===== config.mk =====
export PLATFORM = sky130hd
export DESIGN_NAME = alu_operand_stage_flat
export DESIGN_NICKNAME = d
export VERILOG_FILES = /design/src/rtl/alu_operand_stage_if.sv /design/src/rtl/alu_operand_stage.sv /design/src/flat_wrapper.sv
export SDC_FILE = /design/constraint.sdc
export NUM_CORES = 1
export LEC_CHECK = 0
export CAP_MARGIN = 5
export CORE_ASPECT_RATIO = 2
export CORE_UTILIZATION = 43
export DETAILED_ROUTE_END_ITERATION = 8
export PLACE_DENSITY_LB_ADDON = 0.1
export SLEW_MARGIN = 25
export SYNTH_ARGS = -nofsm -noshare
export SYNTH_HDL_FRONTEND = slang
export SYNTH_SLANG_ARGS = --single-unit

===== constraint.sdc =====
create_clock -name clk -period 2.9 [get_ports clk]
set_input_delay 0.58 -clock clk [delete_from_list [all_inputs] [get_ports clk]]
set_output_delay 0.58 -clock clk [all_outputs]
set_load 0.005 [all_outputs]

===== src/rtl/alu_operand_stage_if.sv =====
// Decode-side, bypass and ALU-side signals of the operand stage.
// The slave modport is the operand stage; the master modport is the surrounding pipeline.
interface alu_operand_stage_if #(
  parameter int DATA_W = 32
);
  logic              in_valid;
  logic              in_ready;
  logic [4:0]        in_rs1_addr;
  logic [4:0]        in_rs2_addr;
  logic [4:0]        in_rd_addr;
  logic [DATA_W-1:0] in_rs1_data;
  logic [DATA_W-1:0] in_rs2_data;
  logic [DATA_W-1:0] in_imm;
  logic [DATA_W-1:0] in_pc;
  logic [3:0]        in_sel;
  logic              in_use_imm;
  logic              in_reg_write;
  logic              in_mem_read;

  logic [4:0]        exm_rd_addr;
  logic              exm_reg_write;
  logic              exm_mem_read;
  logic [DATA_W-1:0] exm_result;
  logic [4:0]        mwb_rd_addr;
  logic              mwb_reg_write;
  logic [DATA_W-1:0] mwb_result;

  logic              flush;

  logic              out_valid;
  logic              out_ready;
  logic [DATA_W-1:0] out_a;
  logic [DATA_W-1:0] out_b;
  logic [DATA_W-1:0] out_store_data;
  logic [3:0]        out_sel;
  logic [4:0]        out_rd_addr;
  logic              out_reg_write;
  logic              out_mem_read;
  logic              stall;

  modport slave (
    input  in_valid, in_rs1_addr, in_rs2_addr, in_rd_addr, in_rs1_data, in_rs2_data,
    input  in_imm, in_pc, in_sel, in_use_imm, in_reg_write, in_mem_read,
    input  exm_rd_addr, exm_reg_write, exm_mem_read, exm_result,
    input  mwb_rd_addr, mwb_reg_write, mwb_result, flush, out_ready,
    output in_ready, out_valid, out_a, out_b, out_store_data, out_sel, out_rd_addr,
    output out_reg_write, out_mem_read, stall
  );

  modport master (
    output in_valid, in_rs1_addr, in_rs2_addr, in_rd_addr, in_rs1_data, in_rs2_data,
    output in_imm, in_pc, in_sel, in_use_imm, in_reg_write, in_mem_read,
    output exm_rd_addr, exm_reg_write, exm_mem_read, exm_result,
    output mwb_rd_addr, mwb_reg_write, mwb_result, flush, out_ready,
    input  in_ready, out_valid, out_a, out_b, out_store_data, out_sel, out_rd_addr,
    input  out_reg_write, out_mem_read, stall
  );
endinterface


===== src/rtl/alu_operand_stage.sv =====
// Single-entry operand stage between decode and ALU: holds one instruction, bypasses results
// and detects load-use hazards. Define ALU_FWD_EN to build the EX/MEM and MEM/WB forwarding muxes.
module alu_operand_stage #(
  parameter int DATA_W = 32
) (
  input logic                clk,
  input logic                rst,
  alu_operand_stage_if.slave bus
);
  logic              full_q, full_d;
  logic [4:0]        rs1_addr_q, rs1_addr_d;
  logic [4:0]        rs2_addr_q, rs2_addr_d;
  logic [4:0]        rd_addr_q, rd_addr_d;
  logic [DATA_W-1:0] rs1_data_q, rs1_data_d;
  logic [DATA_W-1:0] rs2_data_q, rs2_data_d;
  logic [DATA_W-1:0] imm_q, imm_d;
  logic [DATA_W-1:0] pc_q, pc_d;
  logic [3:0]        sel_q, sel_d;
  logic              use_imm_q, use_imm_d;
  logic              reg_write_q, reg_write_d;
  logic              mem_read_q, mem_read_d;

  logic              exm_hit1, exm_hit2, mwb_hit1, mwb_hit2;
  logic              hazard, out_valid, capture, drain;
  logic [DATA_W-1:0] rs1_fwd, rs2_fwd;
  logic              unused_sink;

  // Register 0 never matches, so it is neither forwarded, snooped nor stalled on.
  assign exm_hit1 = (rs1_addr_q != 5'd0) && (rs1_addr_q == bus.exm_rd_addr) && bus.exm_reg_write;
  assign exm_hit2 = (rs2_addr_q != 5'd0) && (rs2_addr_q == bus.exm_rd_addr) && bus.exm_reg_write;
  assign mwb_hit1 = (rs1_addr_q != 5'd0) && (rs1_addr_q == bus.mwb_rd_addr) && bus.mwb_reg_write;
  assign mwb_hit2 = (rs2_addr_q != 5'd0) && (rs2_addr_q == bus.mwb_rd_addr) && bus.mwb_reg_write;

`ifdef ALU_FWD_EN
  assign rs1_fwd     = exm_hit1 ? bus.exm_result : (mwb_hit1 ? bus.mwb_result : rs1_data_q);
  assign rs2_fwd     = exm_hit2 ? bus.exm_result : (mwb_hit2 ? bus.mwb_result : rs2_data_q);
  assign hazard      = full_q && bus.exm_mem_read && (exm_hit1 || exm_hit2);
  assign unused_sink = ^pc_q;
`else
  // Without bypassing, any in-flight EX/MEM writer of a source must drain to MEM/WB first.
  assign rs1_fwd     = rs1_data_q;
  assign rs2_fwd     = rs2_data_q;
  assign hazard      = full_q && (exm_hit1 || exm_hit2);
  assign unused_sink = ^{pc_q, bus.exm_result, bus.exm_mem_read};
`endif

  assign out_valid = full_q && !hazard;
  assign drain     = out_valid && bus.out_ready;
  assign capture   = bus.in_valid && bus.in_ready && !bus.flush;

  assign bus.in_ready       = !full_q || drain;
  assign bus.out_valid      = out_valid;
  assign bus.stall          = hazard;
  assign bus.out_a          = rs1_fwd;
  assign bus.out_b          = use_imm_q ? imm_q : rs2_fwd;
  assign bus.out_store_data = rs2_fwd;
  assign bus.out_sel        = sel_q;
  assign bus.out_rd_addr    = rd_addr_q;
  assign bus.out_reg_write  = reg_write_q;
  assign bus.out_mem_read   = mem_read_q;

  always_comb begin
    full_d      = full_q;
    rs1_addr_d  = rs1_addr_q;
    rs2_addr_d  = rs2_addr_q;
    rd_addr_d   = rd_addr_q;
    rs1_data_d  = rs1_data_q;
    rs2_data_d  = rs2_data_q;
    imm_d       = imm_q;
    pc_d        = pc_q;
    sel_d       = sel_q;
    use_imm_d   = use_imm_q;
    reg_write_d = reg_write_q;
    mem_read_d  = mem_read_q;

    if (bus.flush) begin
      full_d = 1'b0;
    end else if (capture) begin
      full_d      = 1'b1;
      rs1_addr_d  = bus.in_rs1_addr;
      rs2_addr_d  = bus.in_rs2_addr;
      rd_addr_d   = bus.in_rd_addr;
      rs1_data_d  = bus.in_rs1_data;
      rs2_data_d  = bus.in_rs2_data;
      imm_d       = bus.in_imm;
      pc_d        = bus.in_pc;
      sel_d       = bus.in_sel;
      use_imm_d   = bus.in_use_imm;
      reg_write_d = bus.in_reg_write;
      mem_read_d  = bus.in_mem_read;
    end else if (drain) begin
      full_d = 1'b0;
    end

    // Snoop write-back so a held instruction picks up results that retire while it waits.
    if (full_q && !capture) begin
      if (mwb_hit1) rs1_data_d = bus.mwb_result;
      if (mwb_hit2) rs2_data_d = bus.mwb_result;
    end
  end

  always_ff @(posedge clk) begin
    if (rst) begin
      full_q      <= 1'b0;
      rs1_addr_q  <= '0;
      rs2_addr_q  <= '0;
      rd_addr_q   <= '0;
      rs1_data_q  <= '0;
      rs2_data_q  <= '0;
      imm_q       <= '0;
      pc_q        <= '0;
      sel_q       <= '0;
      use_imm_q   <= 1'b0;
      reg_write_q <= 1'b0;
      mem_read_q  <= 1'b0;
    end else begin
      full_q      <= full_d;
      rs1_addr_q  <= rs1_addr_d;
      rs2_addr_q  <= rs2_addr_d;
      rd_addr_q   <= rd_addr_d;
      rs1_data_q  <= rs1_data_d;
      rs2_data_q  <= rs2_data_d;
      imm_q       <= imm_d;
      pc_q        <= pc_d;
      sel_q       <= sel_d;
      use_imm_q   <= use_imm_d;
      reg_write_q <= reg_write_d;
      mem_read_q  <= mem_read_d;
    end
  end
endmodule


===== src/flat_wrapper.sv =====
// flat-port wrapper written by rule: the top's interface ports become plain ports
module alu_operand_stage_flat 
#(
  parameter int DATA_W = 32
)
  (clk, rst, bus_in_valid, bus_in_rs1_addr, bus_in_rs2_addr, bus_in_rd_addr, bus_in_rs1_data, bus_in_rs2_data, bus_in_imm, bus_in_pc, bus_in_sel, bus_in_use_imm, bus_in_reg_write, bus_in_mem_read, bus_exm_rd_addr, bus_exm_reg_write, bus_exm_mem_read, bus_exm_result, bus_mwb_rd_addr, bus_mwb_reg_write, bus_mwb_result, bus_flush, bus_out_ready, bus_in_ready, bus_out_valid, bus_out_a, bus_out_b, bus_out_store_data, bus_out_sel, bus_out_rd_addr, bus_out_reg_write, bus_out_mem_read, bus_stall);
  alu_operand_stage_if #(.DATA_W(DATA_W)) bus_i ();
  input logic clk;
  input logic rst;
  input wire logic [$bits(bus_i.in_valid)-1:0] bus_in_valid;
  input wire logic [$bits(bus_i.in_rs1_addr)-1:0] bus_in_rs1_addr;
  input wire logic [$bits(bus_i.in_rs2_addr)-1:0] bus_in_rs2_addr;
  input wire logic [$bits(bus_i.in_rd_addr)-1:0] bus_in_rd_addr;
  input wire logic [$bits(bus_i.in_rs1_data)-1:0] bus_in_rs1_data;
  input wire logic [$bits(bus_i.in_rs2_data)-1:0] bus_in_rs2_data;
  input wire logic [$bits(bus_i.in_imm)-1:0] bus_in_imm;
  input wire logic [$bits(bus_i.in_pc)-1:0] bus_in_pc;
  input wire logic [$bits(bus_i.in_sel)-1:0] bus_in_sel;
  input wire logic [$bits(bus_i.in_use_imm)-1:0] bus_in_use_imm;
  input wire logic [$bits(bus_i.in_reg_write)-1:0] bus_in_reg_write;
  input wire logic [$bits(bus_i.in_mem_read)-1:0] bus_in_mem_read;
  input wire logic [$bits(bus_i.exm_rd_addr)-1:0] bus_exm_rd_addr;
  input wire logic [$bits(bus_i.exm_reg_write)-1:0] bus_exm_reg_write;
  input wire logic [$bits(bus_i.exm_mem_read)-1:0] bus_exm_mem_read;
  input wire logic [$bits(bus_i.exm_result)-1:0] bus_exm_result;
  input wire logic [$bits(bus_i.mwb_rd_addr)-1:0] bus_mwb_rd_addr;
  input wire logic [$bits(bus_i.mwb_reg_write)-1:0] bus_mwb_reg_write;
  input wire logic [$bits(bus_i.mwb_result)-1:0] bus_mwb_result;
  input wire logic [$bits(bus_i.flush)-1:0] bus_flush;
  input wire logic [$bits(bus_i.out_ready)-1:0] bus_out_ready;
  output wire logic [$bits(bus_i.in_ready)-1:0] bus_in_ready;
  output wire logic [$bits(bus_i.out_valid)-1:0] bus_out_valid;
  output wire logic [$bits(bus_i.out_a)-1:0] bus_out_a;
  output wire logic [$bits(bus_i.out_b)-1:0] bus_out_b;
  output wire logic [$bits(bus_i.out_store_data)-1:0] bus_out_store_data;
  output wire logic [$bits(bus_i.out_sel)-1:0] bus_out_sel;
  output wire logic [$bits(bus_i.out_rd_addr)-1:0] bus_out_rd_addr;
  output wire logic [$bits(bus_i.out_reg_write)-1:0] bus_out_reg_write;
  output wire logic [$bits(bus_i.out_mem_read)-1:0] bus_out_mem_read;
  output wire logic [$bits(bus_i.stall)-1:0] bus_stall;
  assign bus_i.in_valid = bus_in_valid;
  assign bus_i.in_rs1_addr = bus_in_rs1_addr;
  assign bus_i.in_rs2_addr = bus_in_rs2_addr;
  assign bus_i.in_rd_addr = bus_in_rd_addr;
  assign bus_i.in_rs1_data = bus_in_rs1_data;
  assign bus_i.in_rs2_data = bus_in_rs2_data;
  assign bus_i.in_imm = bus_in_imm;
  assign bus_i.in_pc = bus_in_pc;
  assign bus_i.in_sel = bus_in_sel;
  assign bus_i.in_use_imm = bus_in_use_imm;
  assign bus_i.in_reg_write = bus_in_reg_write;
  assign bus_i.in_mem_read = bus_in_mem_read;
  assign bus_i.exm_rd_addr = bus_exm_rd_addr;
  assign bus_i.exm_reg_write = bus_exm_reg_write;
  assign bus_i.exm_mem_read = bus_exm_mem_read;
  assign bus_i.exm_result = bus_exm_result;
  assign bus_i.mwb_rd_addr = bus_mwb_rd_addr;
  assign bus_i.mwb_reg_write = bus_mwb_reg_write;
  assign bus_i.mwb_result = bus_mwb_result;
  assign bus_i.flush = bus_flush;
  assign bus_i.out_ready = bus_out_ready;
  assign bus_in_ready = bus_i.in_ready;
  assign bus_out_valid = bus_i.out_valid;
  assign bus_out_a = bus_i.out_a;
  assign bus_out_b = bus_i.out_b;
  assign bus_out_store_data = bus_i.out_store_data;
  assign bus_out_sel = bus_i.out_sel;
  assign bus_out_rd_addr = bus_i.out_rd_addr;
  assign bus_out_reg_write = bus_i.out_reg_write;
  assign bus_out_mem_read = bus_i.out_mem_read;
  assign bus_stall = bus_i.stall;
  alu_operand_stage #(.DATA_W(DATA_W)) u_core (.clk(clk), .rst(rst), .bus(bus_i));
endmodule

==> results of run 1 <==
-- sequential cells by signal, summed over array words and instances, names as in the netlist --
signal / flops
u_core.bus.out_a: 32
u_core.full_q: 1
u_core.use_imm_q: 1
u_core.imm_q: 32
u_core.bus.out_sel: 4
u_core.rs1_addr_q: 5
u_core.bus.out_rd_addr: 5
u_core.bus.out_mem_read: 1
u_core.bus.out_reg_write: 1
u_core.bus.out_store_data: 32
u_core.rs2_addr_q: 5
-- synthesized netlist by cell type, types with 25 or more instances --
| cell type | instances |
|---|---|
| a22oi_1 | 45 |
| a311o_1 | 30 |
| a31oi_1 | 91 |
| clkbuf_1 | 86 |
| dfxtp_1 | 119 |
| mux2_2 | 32 |
| mux2i_1 | 54 |
| nand2_1 | 175 |
| nor2_1 | 25 |
| nor3_1 | 80 |
| nor4_1 | 32 |
-- metal layers --
| metal | GRT usage [%] | vias to the layer above | part of all wire (%) |
|---|---|---|---|
| li1 | - | 4079 | - |
| met1 | 36.12 | 4124 | 36 |
| met2 | 52.21 | 476 | 49 |
| met3 | 7.257 | 93 | 7.9 |
| met4 | 21.89 | 0 | 6.7 |
| met5 | 0 | - | 0 |
-- cell usage in the layout (no fill, tap or decap), types with 3 or more instances in the layout --
master / netlist / final
mux2i_1: 54 / 54
a22oi_1: 45 / 45
a311oi_1: 19 / 19
nand2_1: 175 / 174
nor2_1: 25 / 21
clkinv_4: 0 / 4
inv_6: 0 / 6
nand3_1: 4 / 3
nor3b_1: 15 / 15
clkdlybuf4s50_1: 0 / 269
nor3_1: 80 / 79
xnor2_1: 16 / 14
clkinvlp_4: 0 / 3
a221oi_2: 10 / 10
dlymetal6s2s_1: 0 / 3
mux2_2: 32 / 32
a311o_1: 30 / 30
nor4b_1: 15 / 15
dfxtp_1: 119 / 118
buf_4: 8 / 39
buf_12: 0 / 7
a221oi_1: 9 / 9
nor4_1: 32 / 30
diode_2: 0 / 3
clkbuf_16: 0 / 17
a31oi_1: 91 / 91
dlygate4sd2_1: 0 / 3
a221o_1: 15 / 15
xor2_1: 4 / 4
a22o_1: 19 / 19
-- per-stage QoR --
| stage | instance area (µm²) | setup slack (ns) | cells | total power (W) |
|---|---|---|---|---|
| 2_1_floorplan | 7659 | 0.2819 | 949 | 0.002310 |
| 3_3_place_gp | 10630 | -0.4322 | 1362 | 0.002926 |
| 6_report | 11280 | 0.07133 | 1400 | 0.004909 |
| 5_1_grt | 11280 | -0.005786 | 1400 | 0.005114 |
| 3_5_place_dp | 10630 | -0.4908 | 1362 | 0.002936 |
| 4_1_cts | 11240 | 0.05978 | 1397 | 0.004930 |
-- area by class of cell --
class	count	area, µm²
flip-flops and latches	119	2384
well taps	210	262.8
multi-input cells	710	4866
fillers	1506	6075
diodes	3	7.507
inverters	3	11.26
clock buffers	17	425.4
clock inverters	15	120.1
repair buffers	323	3206
-- tightest hold or removal path, cell delays in order (launching register included) --
cell,delay [ns]
dfxtp_1,0.31
nand2_1,0.05
mux2i_1,0.05
-- power by group through the flow --
stage          Combinational [W]  Clock (W)  Sequential (W)
6_report                 0.00110    0.00198         0.00183
5_1_grt                  0.00117    0.00210         0.00184
4_1_cts                  0.00109    0.00201         0.00183
3_5_place_dp             0.00107          0         0.00186
3_3_place_gp             0.00106          0         0.00186
2_1_floorplan           0.000471          0         0.00184
-- worst max path at each step --
stage / from / to / slack [ns] / cells past startpoint
detailed placement: bus_exm_rd_addr[3] / bus_out_valid / -0.49 / 7
finish: u_core.rs2_addr_q[3] / bus_stall / 0.07 / 7
global placement: bus_exm_rd_addr[3] / bus_out_valid / -0.43 / 7
global route: u_core.rs2_addr_q[3] / bus_stall / -0.006 / 7
CTS: u_core.rs2_addr_q[0] / bus_stall / 0.06 / 7
floorplan: bus_exm_rd_addr[4] / bus_out_valid / 0.28 / 7
-- logic make-up after synthesis --
| group | after synthesis |
|---|---|
| flops | 119 |
| compound gates | 248 |
| buf+inv | 120 |
| mux | 86 |
| simple gates | 356 |
| xor+xnor | 20 |
-- what timing repair did --
action / 4_1_cts / 5_1_grt
endpoints found under the setup margin: 3 / 35
pin swaps: 4 / 4
gates resized for setup: 15 / 7
buffers inserted: 3 / 0
==> results.json, run 1 <==
{
  "r2r_start": "u_core.rs2_addr_q[3]",
  "path_delay_family": "simple AND/OR/NAND/NOR gates",
  "post-route-util_pct": 65.00,
  "grt_max_degree": 109,
  "wl_per_cell_um": 21.12,
  "die-area_mm2": 0.01838,
  "cp_slowest_cell": "or4_4",
  "powerDensity_mw_per_mm2": 435.1,
  "vias": 8772,
  "async_flop_share_pct": 0,
  "syn_avg_cell_area_um2": 8.070,
  "min_to": "u_core.bus.out_sel[1]",
  "synth_top_family_by_area": "compound AO/OA/AOI/OAI gates",
  "finalCritPeriodShare_pct": 97.54,
  "crit_chain": "or4_4 -> nor2_4 -> nor4_2 -> buf_4 -> or2_4 -> and2_4 -> dlygate4sd2_1",
  "syn_nets": 1181,
  "synth-edff-count": 0,
  "internal_power_w": 0.003471,
  "areaGrowthSynthToFinish_pct": 47.31,
  "fin_setup_tns_ns": 0,
  "boundaryPins": 342,
  "ant_nets": 0,
  "htree_levels": 4,
  "rsz0062_at_grt": "yes",
  "synth_compound_area_share_pct": 25.89,
  "syn_inst": 949,
  "cts.sinks": 119,
  "crit_fanout": 3,
  "drt_iter0_markers": 694,
  "cp-start-kind": "register",
  "cts_root_buf": "clkbuf_16",
  "worst_r2r_path_depth": 10,
  "hold-path-cell-count": 2,
  "p_switching_w": 0.001438,
  "wl_mm": 29.56,
  "yosys.cell_types.count": 39,
  "cts_tree": "built",
  "synthMuxAreaShare_pct": 11.76,
  "synth-seq-area-share_pct": 31.11,
  "synth_ff_type": "dfxtp_1",
  "rows": 68,
  "p_seq_share_pct": 37.3,
  "synth_fa_ha_area_share_pct": 0,
  "ys_ff_latch": 119,
  "period_needed_ns": 2.829,
  "die_h_um": 190.7,
  "arrival_ns": 2.25,
  "crit_type": "reg -> out",
  "portBuffers": 276,
  "cts_made_buffers": 17,
  "worst-path-buf-inv": 2,
  "groute.usage.overall_pct": 32.01,
  "drc": 0,
  "drt_first_pass_iters": 5,
  "hpwlAfterDp_mm": 20.80,
  "overflow": 0,
  "core_area_mm2": 0.01736,
  "gp_congestion": 0.8863,
  "synth.top_cell.area_share_pct": 31.11,
  "clock.fmax_mhz": 353.5,
  "synth_top_area_cell": "dfxtp_1",
  "cp.required_ns": 2.32,
  "grt_pass1_wl_mm": 44.65,
  "ir_drop_v": 0.0003467,
  "slowest_delay_ns": 0.56,
  "layout-drive-gt1-share_pct": 12.47,
  "switching_share_pct": 29.30,
  "slew_viol_final": 0,
  "antenna_found_initial": 3,
  "synthXorXnorAreaFrac_pct": 2.287,
  "hp-class": "reg -> reg",
  "holdWs_ns": 0.4537,
  "rrSetupSlack_ns": 0.12,
  "hold_buffers": 0,
  "synth.top_cells.by_area": "dfxtp_1 31%, nand2_1 8.6%, a31oi_1 7.4%",
  "hold_violations": 0,
  "clk_latency_ns": 0.42,
  "skew_ns": 0.008201,
  "fin_nets": 1406,
  "yosys.area_share.simple_pct": 22.02,
  "clockPowerShare_pct": 40.3,
  "clk_pin_slew_ns": 0.06,
  "max-cap-violations": 0,
  "relSlewSlack_pct": 50.69,
  "grt_pass1_vias": 8329,
  "syn_area_mm2": 0.007659,
  "reg2reg_to": "u_core.imm_q[16]",
  "clk_path_buf_depth": 2,
  "start_util_pct": 44.12,
  "min_from": "u_core.bus.out_sel[1]",
  "yosysWarnings": 0,
  "setup_viol": 0,
  "p_leak_nw": 4.011,
  "crit_path_end_kind": "output pin",
  "fp.dieW_um": 96.37,
  "worst_pin_slew_ns": 0.7397,
  "status": "finished, final reports clean",
  "combPwrFrac_pct": 22.4,
  "via_per_inst": 6.266
}
Note: power is estimated with default switching activity, not from simulation.
==> run 2, diff against run 1 <==
--- a/config.mk
+++ b/config.mk
@@ -6,10 +6,12 @@
 export NUM_CORES = 1
 export LEC_CHECK = 0
 export CAP_MARGIN = 5
-export CORE_ASPECT_RATIO = 2
+export CORE_ASPECT_RATIO = 1.1
 export CORE_UTILIZATION = 43
 export DETAILED_ROUTE_END_ITERATION = 8
+export HOLD_SLACK_MARGIN = 0.15
 export PLACE_DENSITY_LB_ADDON = 0.1
+export REMOVE_ABC_BUFFERS = 1
 export SLEW_MARGIN = 25
 export SYNTH_ARGS = -nofsm -noshare
 export SYNTH_HDL_FRONTEND = slang
==> run 2 against run 1 <==
Net effect: final cell count up 2.4%; setup slack better by 0.069 ns; hold slack better by 0.0022 ns; count of clock-buffer cells in the layout up 4; sequential share of layout area down 0.42 points; global-route usage down 1.5 points; clock skew about the same; sequential cell count unchanged; critical path depth unchanged; critical endpoint unchanged.
==> results.json, run 2 (synthesis results as in run 1) <==
{
  "status": "finished, final reports clean",
  "p_leak_nw": 4.081,
  "skew_ns": 0.008242,
  "cp.required_ns": 2.32,
  "min_from": "u_core.imm_q[21]",
  "gp_congestion": 0.8494,
  "period_needed_ns": 2.760,
  "slew_viol_final": 0,
  "stdcell_area_mm2": 0.01151,
  "post-route-util_pct": 66.91,
  "crit_chain": "or4_4 -> nor2_4 -> nor4_4 -> buf_4 -> or2_4 -> and2_1 -> buf_2",
  "die_h_um": 142.0,
  "antenna_found_initial": 0,
  "dpl_cell_area_mm2": 0.01082,
  "max-cap-violations": 0,
  "via_per_inst": 6.120,
  "drc": 0,
  "cp-start-kind": "register",
  "layout_common_cells": "267 x clkdlybuf4s50_1, 174 x nand2_1, 118 x dfxtp_1, 91 x a31oi_1, 79 x nor3_1",
  "power_w": 0.005113,
  "wl_per_cell_um": 19.59,
  "crit_type": "reg -> out",
  "start_util_pct": 44.52,
  "num_antenna_cells": 0,
  "fp.dieW_um": 129.2,
  "drt_iter0_markers": 807,
  "crit_fanout": 4,
  "vias": 8770,
  "place_ws_ns": -0.4786,
  "setup_viol": 0,
  "hold-path-cell-count": 2,
  "hold_violations": 0,
  "groute.usage.overall_pct": 30.55,
  "fill_cells": 1454,
  "worst_r2r_path_depth": 10,
  "rows": 50,
  "ir_drop_v": 0.0004088,
  "layout-drive-gt1-share_pct": 12.93,
  "clk_pin_slew_ns": 0.06,
  "cts_made_buffers": 17,
  "reg2reg_to": "u_core.bus.out_store_data[15]",
  "cts_root_buf": "clkbuf_16",
  "final_common_cell": "clkdlybuf4s50_1",
  "multi_input_area_mm2": 0.004872,
  "overflow": 0,
  "r2r_start": "u_core.rs1_addr_q[1]",
  "grt_util_met3_pct": 8.008,
  "die-area_mm2": 0.01835,
  "htree_levels": 4,
  "crit_path_end_kind": "output pin",
  "slowest_delay_ns": 0.55,
  "core_area_mm2": 0.01720,
  "grt_pass1_wl_mm": 44.29,
  "finalCritPeriodShare_pct": 95.17,
  "register_area_mm2": 0.002384,
  "fin_setup_tns_ns": 0,
  "ant_nets": 0,
  "portBuffers": 276,
  "clk_path_buf_depth": 2,
  "hpwlAfterDp_mm": 18.30,
  "gr-usage-met2_pct": 48.50,
  "drt_first_pass_iters": 5,
  "rsz0062_at_grt": "no",
  "grt-busiest-layer": "met2",
  "grt_max_degree": 67,
  "cts.sinks": 119,
  "worst_pin_slew_ns": 0.7544,
  "met1_usage_pct": 39.73,
  "areaGrowthSynthToFinish_pct": 50.30,
  "cts_tree": "built",
  "arrival_ns": 2.18,
  "postLayoutSetupSlackWorst_ns": 0.1402,
  "powerDensity_mw_per_mm2": 444.2,
  "wl_mm": 28.07,
  "cp_slowest_cell": "or4_4",
  "relSlewSlack_pct": 49.71,
  "rrSetupSlack_ns": 0.15,
  "clk_latency_ns": 0.42,
  "hp-class": "reg -> reg",
  "grt_pass1_vias": 8418,
  "clock.fmax_mhz": 362.3,
  "fin_nets": 1418,
  "boundaryPins": 342,
  "cp-startpoint": "u_core.rs1_addr_q[1]",
  "min_to": "u_core.imm_q[21]"
}
run 2: cell type report:
class / count / share of cell area (%)
clock inverter: 11 / 1.293
sequential: 119 / 20.71
tap: 234 / 2.543
timing repair buffer: 335 / 29.02
inverter: 3 / 0.1087
clock buffer: 21 / 4.000
multi-input combinational: 710 / 42.33
run 2: repair_timing:
item,in CTS,in global routing
endpoints found under the setup margin,3,31
pin swaps,8,3
buffers inserted,1,4
resized for setup,21,2
hold buffers,0,0
run 2: routing by layer:
layer  vias up  routed length (µm)
met1      4184               11860
met2       433               12940
met3        43                2579
met5         -                   0
li1       4110                   -
met4         0                 696
run 2: where the power goes:
group / switching (W) / internal [W]
Sequential: 0.0000860 / 0.00174
Clock: 0.000808 / 0.00140
Combinational: 0.000456 / 0.000630
Total: 0.00135 / 0.00376
run 2: worst max-delay path by stage:
stage	to	slack, ns
2_1_floorplan	u_core.bus.out_mem_read	-8.42
6_report	bus_stall	0.14
4_1_cts	bus_stall	0.005
3_5_place_dp	bus_stall	-0.48
5_1_grt	u_core.rs2_addr_q[0]	0.05
3_3_place_gp	bus_stall	-0.44
run 2: critical path, delay by kind of cell, from the launching register on:
family | cells | cell delay (ns)
buffers and inverters | 2 | 0.32
DFF | 1 | 0.31
and+or+nand+nor | 5 | 1.13
run 2: stage by stage:
stage          cells  hold WS (ns)
6_report        1433        0.4560
2_1_floorplan    832        0.4313
4_1_cts         1429        0.4564
5_1_grt         1433        0.4705
3_5_place_dp    1397        0.4463
3_3_place_gp    1397        0.4395
